[config.mk]
export PLATFORM = sky130hd
export DESIGN_NAME = dff_bist
export DESIGN_NICKNAME = d
export VERILOG_FILES = /design/src/rtl/dff_bist.sv
export SDC_FILE = /design/constraint.sdc
export NUM_CORES = 1
export LEC_CHECK = 0
export ABC_AREA = 1
export CAP_MARGIN = 20
export CORE_MARGIN = 1
export CORE_UTILIZATION = 51
export DETAILED_ROUTE_END_ITERATION = 10
export PLACE_DENSITY = 0.72
export SETUP_SLACK_MARGIN = 0.3
export SYNTH_ARGS = -nofsm -noshare
export SYNTH_HDL_FRONTEND = slang
export SYNTH_SLANG_ARGS = --single-unit
[constraint.sdc]
create_clock -name clk -period 1.8 [get_ports clk]
set_clock_uncertainty 0.05 [all_clocks]
set_input_delay 0.27 -clock clk [delete_from_list [all_inputs] [get_ports clk]]
set_output_delay 0.27 -clock clk [all_outputs]
set_load 0.02 [all_outputs]
[src/rtl/dff_bist.sv]
// -----------------------------------------------------------------------------
// dff_bist
//
// Built-in self-test for a single D flip-flop that has outputs q/qb and an
// active-high reset. The block runs in the same clock domain as the flop under
// test.
//
// Each run has three phases:
//   - Reset phase: the flop's reset is held high while d=1, so the reset must
//     win over d.
//   - Data phase: pseudo-random data from an 8-bit LFSR is driven on d.
//   - Check phase: q/qb are compared two cycles later against an internal
//     expected-value pipeline. Mismatches are counted, saturating.
//
// Parameters
//   NUM_VECTORS : random data vectors driven per run (1..255)
//   LFSR_SEED   : LFSR load value at start (0 is replaced by 8'h01)
//   ERR_W       : width of the error counter
//
// Ports
//   clk     in   clock, everything is posedge
//   rst     in   asynchronous active-low reset of this block
//   start   in   one-cycle run request, sampled only in IDLE or DONE
//   dut_rst out  active-high reset to the flop under test
//   dut_d   out  data to the flop under test
//   dut_q   in   flop output
//   dut_qb  in   flop complement output
//   busy    out  high while a run is in progress (RESET, RUN, DRAIN)
//   done    out  high in DONE until the next accepted start or rst
//   pass    out  done && err_cnt == 0
//   err_cnt out  mismatch count, saturating at all-ones
// -----------------------------------------------------------------------------
module dff_bist #(
  parameter int         NUM_VECTORS = 10,
  parameter logic [7:0] LFSR_SEED   = 8'hA5,
  parameter int         ERR_W       = 8
) (
  input  logic             clk,
  input  logic             rst,
  input  logic             start,
  output logic             dut_rst,
  output logic             dut_d,
  input  logic             dut_q,
  input  logic             dut_qb,
  output logic             busy,
  output logic             done,
  output logic             pass,
  output logic [ERR_W-1:0] err_cnt
);

  typedef enum logic [2:0] {
    S_IDLE,
    S_RESET,
    S_RUN,
    S_DRAIN,
    S_DONE
  } state_t;

  // An all-zero LFSR would lock up, so a zero seed is replaced by 8'h01.
  localparam logic [7:0]       SEED     = (LFSR_SEED == 8'h00) ? 8'h01 : LFSR_SEED;
  localparam logic [7:0]       LAST_VEC = 8'(NUM_VECTORS - 1);
  localparam logic [ERR_W-1:0] ERR_MAX  = '1;

  state_t           state, state_next;
  logic [7:0]       cnt, cnt_next;
  logic [7:0]       lfsr, lfsr_next;
  logic             dut_rst_next, dut_d_next;
  logic             busy_next, done_next, pass_next;
  logic [ERR_W-1:0] err_next;

  // Two-stage expected-value pipeline. Stage 2 lines up with the flop output
  // that results from what was driven two edges earlier.
  logic s1_valid, s1_exp, s2_valid, s2_exp;
  logic push_valid, push_exp;
  logic mismatch;

  // Fibonacci LFSR, x^8+x^6+x^5+x^4+1.
  function automatic logic [7:0] lfsr_step(input logic [7:0] l);
    return {l[6:0], l[7] ^ l[5] ^ l[4] ^ l[3]};
  endfunction

  // A single check counts at most one error, whether q, qb or both are wrong.
  assign mismatch = s2_valid && ((dut_q != s2_exp) || (dut_qb != ~s2_exp));

  always_comb begin
    // NOTE: every signal written here gets a default first, so no path can
    // leave it unassigned and infer a latch.
    state_next   = state;
    cnt_next     = cnt;
    lfsr_next    = lfsr;
    dut_rst_next = dut_rst;
    dut_d_next   = dut_d;
    done_next    = done;
    err_next     = err_cnt;

    if (mismatch && (err_cnt != ERR_MAX)) begin
      err_next = err_cnt + ERR_W'(1);
    end

    unique case (state)
      S_IDLE, S_DONE: begin
        dut_rst_next = 1'b1;
        dut_d_next   = 1'b0;
        if (start) begin
          state_next   = S_RESET;
          cnt_next     = '0;
          lfsr_next    = SEED;
          err_next     = '0;
          done_next    = 1'b0;
          dut_d_next   = 1'b1;  // the flop's reset must dominate d=1
        end
      end

      S_RESET: begin
        if (cnt == 8'd1) begin
          state_next   = S_RUN;
          cnt_next     = '0;
          dut_rst_next = 1'b0;
          dut_d_next   = lfsr[0];
          lfsr_next    = lfsr_step(lfsr);
        end else begin
          cnt_next = cnt + 8'd1;
        end
      end

      S_RUN: begin
        if (cnt == LAST_VEC) begin
          // dut_d holds its last vector through DRAIN.
          state_next = S_DRAIN;
        end else begin
          cnt_next   = cnt + 8'd1;
          dut_d_next = lfsr[0];
          lfsr_next  = lfsr_step(lfsr);
        end
      end

      S_DRAIN: begin
        state_next   = S_DONE;
        dut_rst_next = 1'b1;
        dut_d_next   = 1'b0;
        done_next    = 1'b1;
      end

      default: state_next = S_IDLE;
    endcase

    busy_next  = (state_next == S_RESET) || (state_next == S_RUN) ||
                 (state_next == S_DRAIN);
    pass_next  = done_next && (err_next == '0);

    // Expected flop content after this edge, from what is driven next.
    push_valid = (state_next == S_RESET) || (state_next == S_RUN);
    push_exp   = dut_rst_next ? 1'b0 : dut_d_next;
  end

  always_ff @(posedge clk or negedge rst) begin
    // NOTE: the pipeline is only four flops and must not carry stale valid
    // entries out of an aborted run, so it is reset along with everything else.
    if (!rst) begin
      state    <= S_IDLE;
      cnt      <= '0;
      lfsr     <= SEED;
      dut_rst  <= 1'b1;
      dut_d    <= 1'b0;
      busy     <= 1'b0;
      done     <= 1'b0;
      pass     <= 1'b0;
      err_cnt  <= '0;
      s1_valid <= 1'b0;
      s1_exp   <= 1'b0;
      s2_valid <= 1'b0;
      s2_exp   <= 1'b0;
    end else begin
      // NOTE: non-blocking assignments, so every register updates from
      // pre-edge values regardless of statement order.
      state    <= state_next;
      cnt      <= cnt_next;
      lfsr     <= lfsr_next;
      dut_rst  <= dut_rst_next;
      dut_d    <= dut_d_next;
      busy     <= busy_next;
      done     <= done_next;
      pass     <= pass_next;
      err_cnt  <= err_next;
      s1_valid <= push_valid;
      s1_exp   <= push_exp;
      s2_valid <= s1_valid;
      s2_exp   <= s1_exp;
    end
  end

endmodule
* Word-level counts from Yosys, hierarchy flattened
Cells that the tools add are included.
** Operators by class
- Mux-type cells :: 24
- Bitwise operators :: 4
- Eq/ne operators :: 15
- Reduce and logical (&&, ||, !) cells :: 13
- Add/sub/neg operators :: 2
** Operator list (count)
- 8-bit 2-to-1 mux :: 9
- 8-bit one-hot mux with 3 select lines :: 2
- 8-bit by 1-bit adder with 8-bit output, second input constant :: 2
- 3-bit by 2-bit equality test with 1-bit output, second input constant :: 4
- 3-bit one-hot mux with 4 select lines :: 1
- 3-bit 2-to-1 mux :: 3
- 8-bit by 1-bit equality test with 1-bit output, second input constant :: 1
- 8-bit by 4-bit equality test with 1-bit output, second input constant :: 1
- 8-bit zero test :: 1
- 8-bit != test, second input constant :: 1
- 3-bit by 1-bit equality test with 1-bit output, second input constant :: 2
- 1-bit 2-to-1 mux :: 6
- 2-bit != test, second input constant :: 3
- 1-bit one-hot mux with 2 select lines :: 2
- 1-bit one-hot mux with 4 select lines :: 1
- 4-bit AND reduction :: 1
- 3-bit equality test, second input constant :: 1
- 1-bit logical AND :: 3
- 3-bit zero test :: 1
- 1-bit logical OR :: 3
- 3-bit AND reduction :: 1
- 3-bit nonzero test :: 1
- 3-bit OR reduction :: 1
- 1-bit XOR :: 3
- 3 further kinds :: 4
** Word-level totals
- Bits of input ports :: 5
- Output and inout bits :: 13
- Register bits after elaboration :: 36
- Logic and storage cells :: 71

* Logic depth before layout (Yosys ltp)
- Word-level depth :: 10
- Depth in mapped cells :: 13
- Depth with buffers taken out :: 13

* Worst setup path after synthesis
OpenSTA, ideal clock, no wires.
- Path type :: reg-to-reg
- Start point :: register err_cnt[0]
- End point :: register pass
- Path buffers :: 0
- Setup slack :: 54 ps
- Clock period less this slack :: 1746 ps
- Library setup time :: 115 ps
- Stages on the path, launching flop included :: 12
- Arrival :: 1580 ps
- Data required time :: 1635 ps
- Cells stage by stage :: dfrtp_1 ha_1 nand2_1 nor2_1 nand2_1 inv_1 nor2_2 nand2_1 a21oi_1 nor2_1 nand2_1 nor2_1
** On the way
- Word-level cells in the longest chain between the ends :: 7
- Elaborated cells between the ends (all ways) :: 8
- Classes of those cells :: add/sub: 1; eq/ne: 1; mux: 3; reduce/logical: 3
** Ends and longest elaborated chain
- from (decl) :: RTL line 48 : output logic [ERR_W-1:0] err_cnt
- from (signal assigned) :: RTL line 184 : err_cnt <= err_next;
- branches (longest 2 deep; another with 8-bit by 1-bit adder with 8-bit output)
- 8-bit 2-to-1 mux * :: RTL line 96 : if (mismatch && (err_cnt != ERR_MAX)) begin
- 8-bit 2-to-1 mux :: RTL line 104 : if (start) begin
- 8-bit 2-to-1 mux * :: RTL line 100 : unique case (state)
- net err_next[6] :: RTL line 69 : logic [ERR_W-1:0] err_next;
- 8-bit zero test * :: RTL line 149 : pass_next = done_next && (err_next == '0);
- 1-bit logical AND * :: RTL line 149
- net pass_next :: RTL line 68 : logic busy_next, done_next, pass_next;
- to (signal assigned) :: RTL line 183 : pass <= pass_next;
- to (decl) :: RTL line 47 : output logic pass,
Mark *: on every way through the listed nets, which the timed path passes.
A chain may end at the register's enable or synchronous reset.

* Worst setup path after layout
- Start point :: register err_cnt[0]
- End point :: register pass
** On the way
- Word-level cells in the longest chain between the ends :: 7
- Elaborated cells between the ends (all ways) :: 8
- Classes of those cells :: add/sub: 1; eq/ne: 1; mux: 3; reduce/logical: 3
** Ends and longest elaborated chain (RTL line)
- branches (longest 2 deep; another with 8-bit by 1-bit adder with 8-bit output)
- 8-bit 2-to-1 mux * :: 96
- 8-bit 2-to-1 mux :: 104
- 8-bit 2-to-1 mux * :: 100
- 8-bit zero test * :: 149
- 1-bit logical AND * :: 149
- net pass_next :: 68
Marked as above.

==> results_dict.tcl <==
set metrics [dict create \
    cts.sinks 36 \
    slowest_stage "dfrtp_2" \
    clk_pin_slew_ns 0.12 \
    areaGrowthSynthToFinish_pct 43.78 \
    avgViaCountPerCell 5.046 \
    cts_tree "done" \
    final_util_pct 78.79 \
    netlist.area_leader.share_pct 41.44 \
    design_area_sq_mm 0.002691 \
    wl_per_cell_um 13.07 \
    drt_iter0_drc 107 \
    cts_buffers 5 \
    gr-usage-met2_pct 39.95 \
    vias 1756 \
    grt_usage_pct 23.73 \
    hpwl_um 2511 \
    tightest_slew_ns 0.4487 \
    status "finished, final reports clean" \
    power_density_mw_per_mm2 1755 \
    clockBufferDepth 2 \
    die_w_um 62.58 \
    top_usage_layer "met2" \
    clk_latency_ns 0.35 \
    critPathKind "flip-flop to flip-flop" \
    reg2regPathDepth 13 \
    hold_class "primary input to asynchronous set/reset pin" \
    grt_pass1_wl_um 7224 \
    slowest_delay_ns 0.45 \
    hold_viol_final 0 \
    start_util_pct 54.80 \
    ys_top_cells_by_area "dfrtp_1, nand2_1, nand3_1" \
    layout.nets 309 \
    drcViolationCount 0 \
    syn_inst 240 \
    yosysTopAreaCell "dfrtp_1" \
    multi_input_area_sq_um 991.0 \
    cts_max_level 2 \
    cts_root_buf "clkbuf_4" \
    synth_cell_types 27 \
    seq_area_frac_synth_pct 48.46 \
    cp_max_fo 6 \
    finalCritPeriodShare_pct 90.80 \
    cp-end-kind "flip-flop" \
    seq_area_sq_um 914.6 \
    r2r_end "pass$_DFF_PN0_" \
    num-fill-cells 215 \
    critPathArrivalTime_ns 1.88 \
    antenna_found_initial 0 \
    ff2ff_setup_slack_ns 0.17 \
    placed_area_sq_mm 0.002198 \
    chipHeight_um 62.58 \
    core_sq_mm 0.003416 \
    synth.avg_cell_area_sq_um 7.799 \
    setup_ws_ns 0.1657 \
    first_pass_iters 4 \
    io_pins 18 \
    totalWireLength_um 4549 \
    fin_cells 348 \
    slew_headroom_pct 70.09 \
    grt_pass1_vias 1680 \
    grt_max_degree 37 \
    max_freq_mhz 611.9 \
    critical_path_buf_inv_count 2 \
    drive_gt1_share_pct 38.08 \
    fp-row-count 21 \
    critPathTopFamily "simple AND/OR/NAND/NOR gates" \
    crit_chain "ha_4 > nand2_4 > nor2_4 > nand2_2 > inv_2 > nor2_4 > buf_6 > nand2_2 > nand3_2 > nand2_1 > nor2_1 > nand2_1 > nor2_1" \
    setup_tns_ns 0 \
    syn_area_sq_mm 0.001872 \
    dp.cells 310 \
    max-cap-violations 0 \
    fin_crit_ns 1.634 \
    postCtsHoldBufs 0 \
    grt_overflow 0 \
    n_antenna_cell 0 \
    ant_nets 0 \
    dp_slack_ns -0.09746 \
    rsz0062_at_grt "true" \
    synth_fp_nets 248 \
    leakage_nw 1.372 \
    setup_violations 0 \
    cp-start-kind "flip-flop" \
    cp.required_ns 2.05 \
    peakVddDrop_uv 1408 \
    met3_usage_pct 5.292 \
    io_buffers 17 \
    use_met1_pct 29.05 \
    gp_congestion 0.9053 \
    ys_seq_elements 36 \
    synth_warnings 0 \
    report.final.slew_viol_count 0 \
    r2r-start "err_cnt[0]$_DFF_PN0_" \
    die_area_sq_mm 0.003916 \
]
-- cell usage in the layout (no fill, tap or decap), types with 2 or more instances in the layout --
master           netlist  final
dfrtp_1               31     25
buf_4                  0     31
inv_2                  2      9
nand3_2                0     11
clkbuf_4               0      5
nand2_4                3      4
clkdlybuf4s50_1        0      4
dlygate4sd2_1          0      8
inv_4                  0      2
nor2_4                 1      6
nor2_1                29     22
o21ai_2                0      2
nand2_2                1      6
dfstp_2                5      5
nand2_1               62     55
a21oi_2                0      3
clkbuf_8               0      2
xor2_1                 4      4
o21ai_1                1      2
o21ai_0                7      3
buf_6                  2      7
nor2_2                 5      7
dfrtp_2                0      6
nand4_1                4      4
nand3_1               28     17
ha_4                   0      2
nor3_1                 2      2
inv_1                 37     29
a21oi_1                5      2
clkdlybuf4s15_1        0      4
-- layout make-up --
| cell class | instances | area share (%) |
|---|---|---|
| multi-input combinational | 162 | 36.82 |
| sequential | 36 | 33.98 |
| timing repair buffer | 55 | 17.34 |
| inverter | 40 | 5.951 |
| clock buffer | 7 | 2.417 |
| tap | 46 | 2.139 |
| clock inverter | 1 | 1.116 |
| timing repair inverter | 1 | 0.2325 |
-- per-layer routing --
metal,vias to the layer above,wire [um]
met5,-,0
met4,0,89
met3,12,170
met2,39,2224
met1,836,2065
li1,869,-
-- report_power, final --
group	total [mW]	internal [mW]	switching (mW)	leakage (nW)
Clock	0.646	0.369	0.277	0.0515
Sequential	1.34	1.13	0.216	0.453
Combinational	2.73	1.19	1.54	0.867
-- metrics by stage --
| step | power [mW] | hold WS [ns] |
|---|---|---|
| global route | 5.030 | 0.2938 |
| detailed placement | 3.190 | 0.2934 |
| global placement | 3.174 | 0.2845 |
| floorplan | 2.622 | -0.07559 |
| CTS | 4.413 | 0.2762 |
| finish | 4.724 | 0.2618 |
-- worst reg2reg max path, stage by stage, from the launching register on --
cell     delay [ns]
dfrtp_2        0.45
ha_4           0.18
nand2_4        0.08
nor2_4         0.04
nand2_2        0.08
inv_2          0.05
nor2_4         0.13
buf_6          0.14
nand2_2        0.05
nand3_2        0.06
nand2_1        0.05
nor2_1         0.09
nand2_1        0.06
nor2_1         0.08
-- Yosys cell counts (all sizes together) --
cell	instances
a21boi	1
a21oi	5
a22oi	1
a31oi	1
buf	2
dfrtp	31
dfstp	5
ha	3
inv	40
nand2	66
nand3	28
nand4	4
nor2	35
nor3	2
o211ai	1
o21ai	8
o22ai	1
or2	1
xnor2	1
xor2	4
-- cells by family after synthesis --
kind of cell             count (synthesis)  share of synthesized area (%)
AO/OA/AOI/OAI                           18                          5.348
XOR/XNOR                                 5                          2.339
adder cells (fa/ha/maj)                  3                          2.006
AND/OR/NAND/NOR                        136                          32.35
flip-flops                              36                          48.46
buffers and inverters                   42                          9.492
-- timing repair --
item | 4_1_cts | 5_1_grt
cloned | 1 | 0
setup buffers | 22 | 7
endpoints found under the hold margin | 0 | 0
resized for setup | 52 | 23
pin swaps | 15 | 6
endpoints found under the setup margin | 37 | 32
-- state kept, by name (all words and copies together) (netlist names) --
register / count
busy: 1
cnt: 8
done: 1
dut_d: 1
dut_rst: 1
err_cnt: 8
lfsr: 8
pass: 1
s1_exp: 1
s1_valid: 1
s2_exp: 1
s2_valid: 1
state: 3
-- worst max-delay path by stage --
stage / start / end / slack [ns] / cells past startpoint
floorplan: err_cnt[0]$_DFF_PN0_ / pass$_DFF_PN0_ / 0.22 / 11
global placement: dut_qb / pass$_DFF_PN0_ / -0.08 / 11
detailed placement: dut_qb / pass$_DFF_PN0_ / -0.1 / 11
CTS: err_cnt[1]$_DFF_PN0_ / pass$_DFF_PN0_ / 0.16 / 13
global route: state[1]$_DFF_PN0_ / lfsr[4]$_DFFE_PN0P_ / 0.04 / 11
finish: err_cnt[0]$_DFF_PN0_ / pass$_DFF_PN0_ / 0.17 / 13
Power figures use the tool's default switching activity.
